[src/rtl/card_pick_controller_if.sv]
// Signal bundle between the card-pick game stage and its environment (mouse, regfile, draw_cards).
// Optional moves counter port is present only when CARD_PICK_MOVES_EN is defined.
interface card_pick_controller_if;
  // No valid/ready pairs here: a pick is the one-cycle rising edge of left; r_data is trusted
  // one cycle after r_address changes, and all outputs are plain registered levels.
  logic        enable;
  logic [11:0] xpos;
  logic [11:0] ypos;
  logic        left;
  logic [3:0]  r_address;
  logic [11:0] r_data;
  logic [14:0] revealed;
  logic [14:0] matched;
  logic        game_over;
  logic [2:0]  state_dbg;
`ifdef CARD_PICK_MOVES_EN
  logic [7:0]  moves;
`endif

  modport slave (
    input  enable, xpos, ypos, left, r_data,
    output r_address, revealed, matched, game_over, state_dbg
`ifdef CARD_PICK_MOVES_EN
    , output moves
`endif
  );

  modport master (
    output enable, xpos, ypos, left, r_data,
    input  r_address, revealed, matched, game_over, state_dbg
`ifdef CARD_PICK_MOVES_EN
    , input moves
`endif
  );
endinterface

[src/rtl/card_pick_controller.sv]
// Memory-game pick/compare stage: turns click edges into card picks, compares colours, drives masks.
// Optional macro CARD_PICK_MOVES_EN adds a saturating 8-bit count of compares on bus.moves.
module card_pick_controller #(
  parameter int CARDS_X    = 5,
  parameter int CARDS_Y    = 3,
  parameter int GRID_X0    = 57,
  parameter int GRID_Y0    = 44,
  parameter int CARD_W     = 150,
  parameter int CARD_H     = 200,
  parameter int GAP        = 40,
  parameter int NUM_PAIRS  = 7,
  parameter int HIDE_DELAY = 65000000
) (
  input  logic                    pclk,
  input  logic                    rst,
  card_pick_controller_if.slave   bus
);

  localparam int NCARDS = CARDS_X * CARDS_Y;
  localparam int CNT_W  = (HIDE_DELAY > 1) ? $clog2(HIDE_DELAY) : 1;
  localparam int PAIR_W = $clog2(NUM_PAIRS + 1);
  localparam logic [PAIR_W-1:0] LAST_PAIR = PAIR_W'(NUM_PAIRS - 1);

  typedef enum logic [2:0] {
    S_IDLE, S_WAIT1, S_RD1, S_WAIT2, S_RD2, S_CMP, S_SHOW, S_DONE
  } state_t;

  state_t              state_q, state_d;
  logic                left_q;
  logic [NCARDS-1:0]   revealed_q, revealed_d;
  logic [NCARDS-1:0]   matched_q, matched_d;
  logic                game_over_q, game_over_d;
  logic [PAIR_W-1:0]   pairs_q, pairs_d;
  logic [CNT_W-1:0]    cnt_q, cnt_d;
  logic [3:0]          idx1_q, idx1_d;
  logic [3:0]          idx2_q, idx2_d;
  logic [11:0]         color1_q, color1_d;
  logic [3:0]          r_address_q, r_address_d;
`ifdef CARD_PICK_MOVES_EN
  logic [7:0]          moves_q, moves_d;
`endif

  logic       click;
  logic       col_ok, row_ok, hit;
  int         col_n, row_n;
  logic [3:0] hit_idx;

  assign click = bus.left & ~left_q;

  // Half-open hit windows per column/row; anything in a gap or outside the grid is no hit.
  always_comb begin
    col_ok = 1'b0;
    row_ok = 1'b0;
    col_n  = 0;
    row_n  = 0;
    for (int c = 0; c < CARDS_X; c++) begin
      if ({20'd0, bus.xpos} >= 32'(GRID_X0 + c * (CARD_W + GAP)) &&
          {20'd0, bus.xpos} <  32'(GRID_X0 + c * (CARD_W + GAP) + CARD_W)) begin
        col_ok = 1'b1;
        col_n  = c;
      end
    end
    for (int r = 0; r < CARDS_Y; r++) begin
      if ({20'd0, bus.ypos} >= 32'(GRID_Y0 + r * (CARD_H + GAP)) &&
          {20'd0, bus.ypos} <  32'(GRID_Y0 + r * (CARD_H + GAP) + CARD_H)) begin
        row_ok = 1'b1;
        row_n  = r;
      end
    end
    hit     = col_ok & row_ok;
    hit_idx = 4'(row_n * CARDS_X + col_n);
  end

  always_comb begin
    state_d     = state_q;
    revealed_d  = revealed_q;
    matched_d   = matched_q;
    game_over_d = game_over_q;
    pairs_d     = pairs_q;
    cnt_d       = cnt_q;
    idx1_d      = idx1_q;
    idx2_d      = idx2_q;
    color1_d    = color1_q;
    r_address_d = r_address_q;
`ifdef CARD_PICK_MOVES_EN
    moves_d     = moves_q;
`endif
    if (!bus.enable) begin
      state_d     = S_IDLE;
      revealed_d  = '0;
      matched_d   = '0;
      game_over_d = 1'b0;
      pairs_d     = '0;
      cnt_d       = '0;
`ifdef CARD_PICK_MOVES_EN
      moves_d     = 8'd0;
`endif
    end else begin
      case (state_q)
        S_IDLE: state_d = S_WAIT1;
        S_WAIT1: begin
          if (click && hit && !revealed_q[hit_idx] && !matched_q[hit_idx]) begin
            revealed_d[hit_idx] = 1'b1;
            idx1_d              = hit_idx;
            r_address_d         = hit_idx;
            state_d             = S_RD1;
          end
        end
        S_RD1: begin
          color1_d = bus.r_data;
          state_d  = S_WAIT2;
        end
        S_WAIT2: begin
          if (click && hit && (hit_idx != idx1_q) && !matched_q[hit_idx]) begin
            revealed_d[hit_idx] = 1'b1;
            idx2_d              = hit_idx;
            r_address_d         = hit_idx;
            state_d             = S_RD2;
          end
        end
        S_RD2: begin
          state_d = S_CMP;
`ifdef CARD_PICK_MOVES_EN
          if (moves_q != 8'hFF) moves_d = moves_q + 8'd1;
`endif
        end
        S_CMP: begin
          if (bus.r_data == color1_q) begin
            matched_d[idx1_q]  = 1'b1;
            matched_d[idx2_q]  = 1'b1;
            revealed_d[idx1_q] = 1'b0;
            revealed_d[idx2_q] = 1'b0;
            pairs_d            = pairs_q + 1'b1;
            if (pairs_q == LAST_PAIR) begin
              game_over_d = 1'b1;
              state_d     = S_DONE;
            end else begin
              state_d = S_WAIT1;
            end
          end else begin
            cnt_d   = CNT_W'(HIDE_DELAY - 1);
            state_d = S_SHOW;
          end
        end
        S_SHOW: begin
          if (cnt_q == '0) begin
            revealed_d[idx1_q] = 1'b0;
            revealed_d[idx2_q] = 1'b0;
            state_d            = S_WAIT1;
          end else begin
            cnt_d = cnt_q - 1'b1;
          end
        end
        S_DONE:  state_d = S_DONE;
        default: state_d = S_IDLE;
      endcase
    end
  end

  always_ff @(posedge pclk or negedge rst) begin
    if (!rst) begin
      state_q     <= S_IDLE;
      left_q      <= 1'b0;
      revealed_q  <= '0;
      matched_q   <= '0;
      game_over_q <= 1'b0;
      pairs_q     <= '0;
      cnt_q       <= '0;
      idx1_q      <= 4'd0;
      idx2_q      <= 4'd0;
      color1_q    <= 12'd0;
      r_address_q <= 4'd0;
`ifdef CARD_PICK_MOVES_EN
      moves_q     <= 8'd0;
`endif
    end else begin
      state_q     <= state_d;
      left_q      <= bus.left;
      revealed_q  <= revealed_d;
      matched_q   <= matched_d;
      game_over_q <= game_over_d;
      pairs_q     <= pairs_d;
      cnt_q       <= cnt_d;
      idx1_q      <= idx1_d;
      idx2_q      <= idx2_d;
      color1_q    <= color1_d;
      r_address_q <= r_address_d;
`ifdef CARD_PICK_MOVES_EN
      moves_q     <= moves_d;
`endif
    end
  end

  assign bus.r_address = r_address_q;
  assign bus.revealed  = revealed_q;
  assign bus.matched   = matched_q;
  assign bus.game_over = game_over_q;
  assign bus.state_dbg = state_q;
`ifdef CARD_PICK_MOVES_EN
  assign bus.moves     = moves_q;
`endif

endmodule
[src/flat_wrapper.sv]
// flat-port wrapper written by rule: the top's interface ports become plain ports
module card_pick_controller_flat 
#(
  parameter int CARDS_X    = 5,
  parameter int CARDS_Y    = 3,
  parameter int GRID_X0    = 57,
  parameter int GRID_Y0    = 44,
  parameter int CARD_W     = 150,
  parameter int CARD_H     = 200,
  parameter int GAP        = 40,
  parameter int NUM_PAIRS  = 7,
  parameter int HIDE_DELAY = 65000000
)
  (pclk, rst, bus_enable, bus_xpos, bus_ypos, bus_left, bus_r_data, bus_r_address, bus_revealed, bus_matched, bus_game_over, bus_state_dbg);
  card_pick_controller_if bus_i ();
  input  logic pclk;
  input  logic rst;
  input wire logic [$bits(bus_i.enable)-1:0] bus_enable;
  input wire logic [$bits(bus_i.xpos)-1:0] bus_xpos;
  input wire logic [$bits(bus_i.ypos)-1:0] bus_ypos;
  input wire logic [$bits(bus_i.left)-1:0] bus_left;
  input wire logic [$bits(bus_i.r_data)-1:0] bus_r_data;
  output wire logic [$bits(bus_i.r_address)-1:0] bus_r_address;
  output wire logic [$bits(bus_i.revealed)-1:0] bus_revealed;
  output wire logic [$bits(bus_i.matched)-1:0] bus_matched;
  output wire logic [$bits(bus_i.game_over)-1:0] bus_game_over;
  output wire logic [$bits(bus_i.state_dbg)-1:0] bus_state_dbg;
  assign bus_i.enable = bus_enable;
  assign bus_i.xpos = bus_xpos;
  assign bus_i.ypos = bus_ypos;
  assign bus_i.left = bus_left;
  assign bus_i.r_data = bus_r_data;
  assign bus_r_address = bus_i.r_address;
  assign bus_revealed = bus_i.revealed;
  assign bus_matched = bus_i.matched;
  assign bus_game_over = bus_i.game_over;
  assign bus_state_dbg = bus_i.state_dbg;
  card_pick_controller #(.CARDS_X(CARDS_X), .CARDS_Y(CARDS_Y), .GRID_X0(GRID_X0), .GRID_Y0(GRID_Y0), .CARD_W(CARD_W), .CARD_H(CARD_H), .GAP(GAP), .NUM_PAIRS(NUM_PAIRS), .HIDE_DELAY(HIDE_DELAY)) u_core (.pclk(pclk), .rst(rst), .bus(bus_i));
endmodule
[config.mk]
export PLATFORM = sky130hd
export DESIGN_NAME = card_pick_controller_flat
export DESIGN_NICKNAME = d
export VERILOG_FILES = /design/src/rtl/card_pick_controller_if.sv /design/src/rtl/card_pick_controller.sv /design/src/flat_wrapper.sv
export SDC_FILE = /design/constraint.sdc
export NUM_CORES = 1
export LEC_CHECK = 0
export CAP_MARGIN = 20
export CORE_MARGIN = 3
export CORE_UTILIZATION = 46
export DETAILED_ROUTE_END_ITERATION = 8
export MAX_ROUTING_LAYER = met4
export PLACE_DENSITY = 0.67
export SLEW_MARGIN = 20
export SYNTH_ARGS = -nofsm -noshare
export SYNTH_HDL_FRONTEND = slang
export SYNTH_SLANG_ARGS = --single-unit
[constraint.sdc]
create_clock -name pclk -period 3.88 [get_ports pclk]
set_clock_uncertainty 0.05 [all_clocks]
set_input_delay 0.388 -clock pclk [delete_from_list [all_inputs] [get_ports pclk]]
set_output_delay 0.388 -clock pclk [all_outputs]
set_load 0.01 [all_outputs]
==> run summary <==
The final layout net count is 759. In this run the core area contains 39 standard-cell rows. Of all nets on the critical path, the largest fanout is 7. The maximum number of pins on one net before global-route repair came out at 71.

The total leakage power is 0.00315 uW. TritonCTS built the clock tree. The kind of start point of the critical path is an input port. Setup repair after global routing could not meet its margin everywhere. The number of optimization iterations in the first detailed-route pass is 5. The internal cell power came out at 1700 uW. The placeable core region is 11,500 sq um. The pre-CTS setup slack is -0.909 ns. The longest clock path from root to sink contains 2 buffers. The relative contribution of the clock network to total power came out at 41.1%. The final critical path time including I/O delays and setup is 3.82 ns. In this run, the number of DRC markers left after iteration 0 of detailed routing was 438.

The via count of the first global-routing pass came to 5,175. For this run, global-route usage on met3 was measured as approximately 3.9%. The number of standard cells after synthesis is about 600. The routing layer with the top usage in global route is met2. The highest achievable clock rate came out at 262 MHz. Across every metal layer, demand over resource in global routing totals 24.9%. The total vias in the final route came out at 5,225.

The overall routed net length is 15.8 mm. In the global route stage, met1 resource usage came out at between 30% and 40%. The total nets after synthesis is 641. The number of design rule violations left after detail routing came out at 0. The worst-case setup margin in the final layout came out at roughly 0.063 ns. Of the total power, registers draw between 40 and 50%. The signal arrival time at the worst endpoint is 3.99 ns. The slowest stage cell on the critical path is fa_2. The class of the most critical hold timing path is in -> async. The largest stage delay on the critical path came out at 0.51 ns. In this run the cell area of the synthesized design comes to 5480 sq um. The final instance area came out at 7390 sq um. The combinational fraction of design power is 14.5%.

The number of antenna diodes in the final layout is 0. The switching part of the total power came out at 24.5%. Sequential cells were found to cover 40.2% of the synthesized design area. The TritonCTS sink count came out at 88. The height of the die is 115 um.

The number of flops mapped to enable cells by yosys came out at 0. The worst path uses between 90% and 100% of the clock period. The slew of the pin with the lowest slew margin came out at 0.991 ns.

VDD sags by at most 246 uV. The total of endpoints with negative setup slack in the final report is 0. The count of buffers added on input and output ports is 75. The number of nets still failing antenna checks after routing came out at 0. Measured against its own limit, the worst slew margin works out to 33.4%. The ratio of total power to cell area came out at 304 nW/um^2. The prevailing post-synth register cell is dfrtp_1. The routed wire length per instance came out at 18.4 um. The signal on the critical path passes through buf_4 > buf_6 > a211o_1 > a32oi_2 > nand2b_4 > ha_4 > ha_4 > inv_2 > fa_2 > buf_6 > and3_4 > a2111oi_4 > nor4b_4 > nand3_2 > buf_6 > mux2_4. The post-detailed-placement cell area is 6700 sq um. The required time of the critical path came out at a little over 4 ns. Among the stages of the critical path, the cell type that occurs most often is buf_6. The number of levels the H-tree was split into came out at 3. The die boundary width came out at 115 um.

The fraction of registers with async set or reset after synthesis came out at 100%. The first-pass GRT wire length came out at roughly 26 mm. The remaining global-route overflow is 0.

The die area came out at 13,300 sq um. The category of the most critical setup path is in -> reg. The number of buffers inserted during clock tree synthesis is 9. The total I/O pin count came out at 78. From synthesis to final layout, the design area changed by 35.0%. The number of max-capacitance violations reported is 0. Summed over all nets, the switching power comes to around 550 uW. A synthesized cell averages slightly above 9 sq um. The number of failing hold endpoints at the final stage came out at 0. The tree is rooted in a clkbuf_16. The via count normalized by instance count came out at 6.10. The ratio of cells with drive above 1 in the final layout is 26.8%. The critical path endpoint category is a register. The number of fillers in the final layout came out at just over 900. The met2 capacity usage during global routing is 39.8%. After synthesis, the netlist uses 67 different library cells. The Yosys step of the flow raised 0 warnings. The clock-pin slew reported for the worst setup and hold paths after clock tree synthesis is ~0.060 ns. The final max-slew violation count was 0. For this configuration, the core starts out at a cell density of 47.6%. The clock insertion delay at the later pin of the skew report came out at 0.34 ns. The final weighted congestion in routability-driven placement is 0.969. The post-detailed-placement half-perimeter wirelength is 11.3 mm. The flow ran to the end, and the final reports show no timing, DRC or antenna violations.

Synthesis inferred 88 register bits. The number of antenna violations at the first check in global routing came out at 0.
[final timing paths]
check                                                       to  depth (start not counted)                          from  slack (ns)
max                        u_core.bus.r_address[0]$_DFFE_PN0P_                         16                   bus_xpos[3]        0.06
min reg2reg                       u_core.cnt_q[19]$_DFFE_PN0P_                          1  u_core.cnt_q[19]$_DFFE_PN0P_        0.45
max in group asynchronous   u_core.bus.revealed[2]$_DFFE_PN0P_                          2                           rst        2.84
max reg2reg                u_core.bus.revealed[14]$_DFFE_PN0P_                         10   u_core.cnt_q[0]$_DFFE_PN0P_        0.94
min                          u_core.bus.matched[8]$_DFFE_PN0P_                          1                           rst        0.12
min in group pclk                 u_core.cnt_q[19]$_DFFE_PN0P_                          1  u_core.cnt_q[19]$_DFFE_PN0P_        0.45
[cell usage in the layout, fill, tap and decap left out, types with 14 or more instances in the layout]
master / count
o211ai_1: 26
nand3_1: 15
buf_4: 69
mux2_2: 20
clkdlybuf4s50_1: 52
a21oi_1: 24
o21ai_0: 21
nor2_1: 95
xor2_1: 15
dfrtp_1: 88
nand2_1: 24
inv_1: 14
[what timing repair did]
item	CTS	global route
buffers inserted	16	3
setup endpoints to repair	30	30
gates resized for setup	77	50
hold buffers	0	0
pin swaps	17	17
[registers in the layout, summed over array words and instances, names as in the netlist]
register	flops
u_core.cnt_q	26
u_core.bus.matched	15
u_core.bus.revealed	15
u_core.color1_q	12
u_core.bus.r_address	4
u_core.idx1_q	4
u_core.idx2_q	4
u_core.bus.state_dbg	3
u_core.pairs_q	3
u_core.bus.game_over	1
u_core.left_q	1
[cells by family (layout without fill, tap and decap cells)]
kind of cell / Yosys count / in the layout / synth area share (%)
mux: 33 / 33 / 8.22
buf+inv: 58 / 179 / 4.32
fa+ha+maj: 8 / 8 / 1.96
simple gates: 225 / 225 / 20.9
compound gates: 155 / 155 / 20.2
xor+xnor: 26 / 26 / 4.16
flops: 88 / 88 / 40.2
[cell type report]
class	count	area, sq um	share of cell area, %
inverters	17	63.8	0.863
repair buffers	148	1280	17.4
flip-flops and latches	88	2200	29.8
clock inverters	4	70.1	0.948
well taps	143	179	2.42
multi-input cells	447	3360	45.4
clock buffers	10	239	3.23
[metal layers]
layer,part of all wire (%),vias up
met3,6.1,31
li1,-,2432
met1,44,2544
met5,0,-
met2,47,218
met4,2.3,0
[synth_stat cells (11+ instances only)]
master	n	share of area, %
nand2_1	25	1.7
xor2_1	15	2.4
nand3_1	17	1.6
o31ai_1	16	2.2
inv_1	17	1.2
o21ai_0	22	2.0
a21oi_1	25	2.3
o211ai_1	26	3.6
nor3_1	15	1.4
a22oi_1	12	1.6
mux2_2	21	4.3
nor2_1	95	6.5
xnor2_1	11	1.8
dfrtp_1	88	40
or3_1	12	1.4
clkbuf_1	35	2.4
[worst max-delay path, delay by kind of cell]
family	cells	cell delay, ns
simple gates	4	0.86
buf+inv	5	0.67
fa+ha+maj	3	0.87
mux	1	0.29
compound gates	3	0.92
[power by group through the flow]
| stage | registers, uW | clock network [uW] | logic, uW |
|---|---|---|---|
| 2_1_floorplan | 1000 | 0 | 171 |
| 3_3_place_gp | 1010 | 0 | 294 |
| 3_5_place_dp | 1010 | 0 | 300 |
| 4_1_cts | 997 | 935 | 317 |
| 5_1_grt | 1000 | 977 | 357 |
| 6_report | 998 | 925 | 325 |
[metrics by stage]
stage | hold slack [ns] | total power [uW] | instances | util (%) | TNS (ns)
2_1_floorplan | 0.0424 | 1180 | 593 | - | -0.339
3_3_place_gp | 0.432 | 1310 | 825 | 58.2 | -21.42
3_5_place_dp | 0.446 | 1310 | 825 | 58.2 | -24.90
4_1_cts | 0.161 | 2250 | 854 | 63.4 | 0
5_1_grt | 0.195 | 2340 | 857 | 64.2 | -0.400
6_report | 0.121 | 2250 | 857 | 64.2 | 0
(Power assumes the default switching activity.)
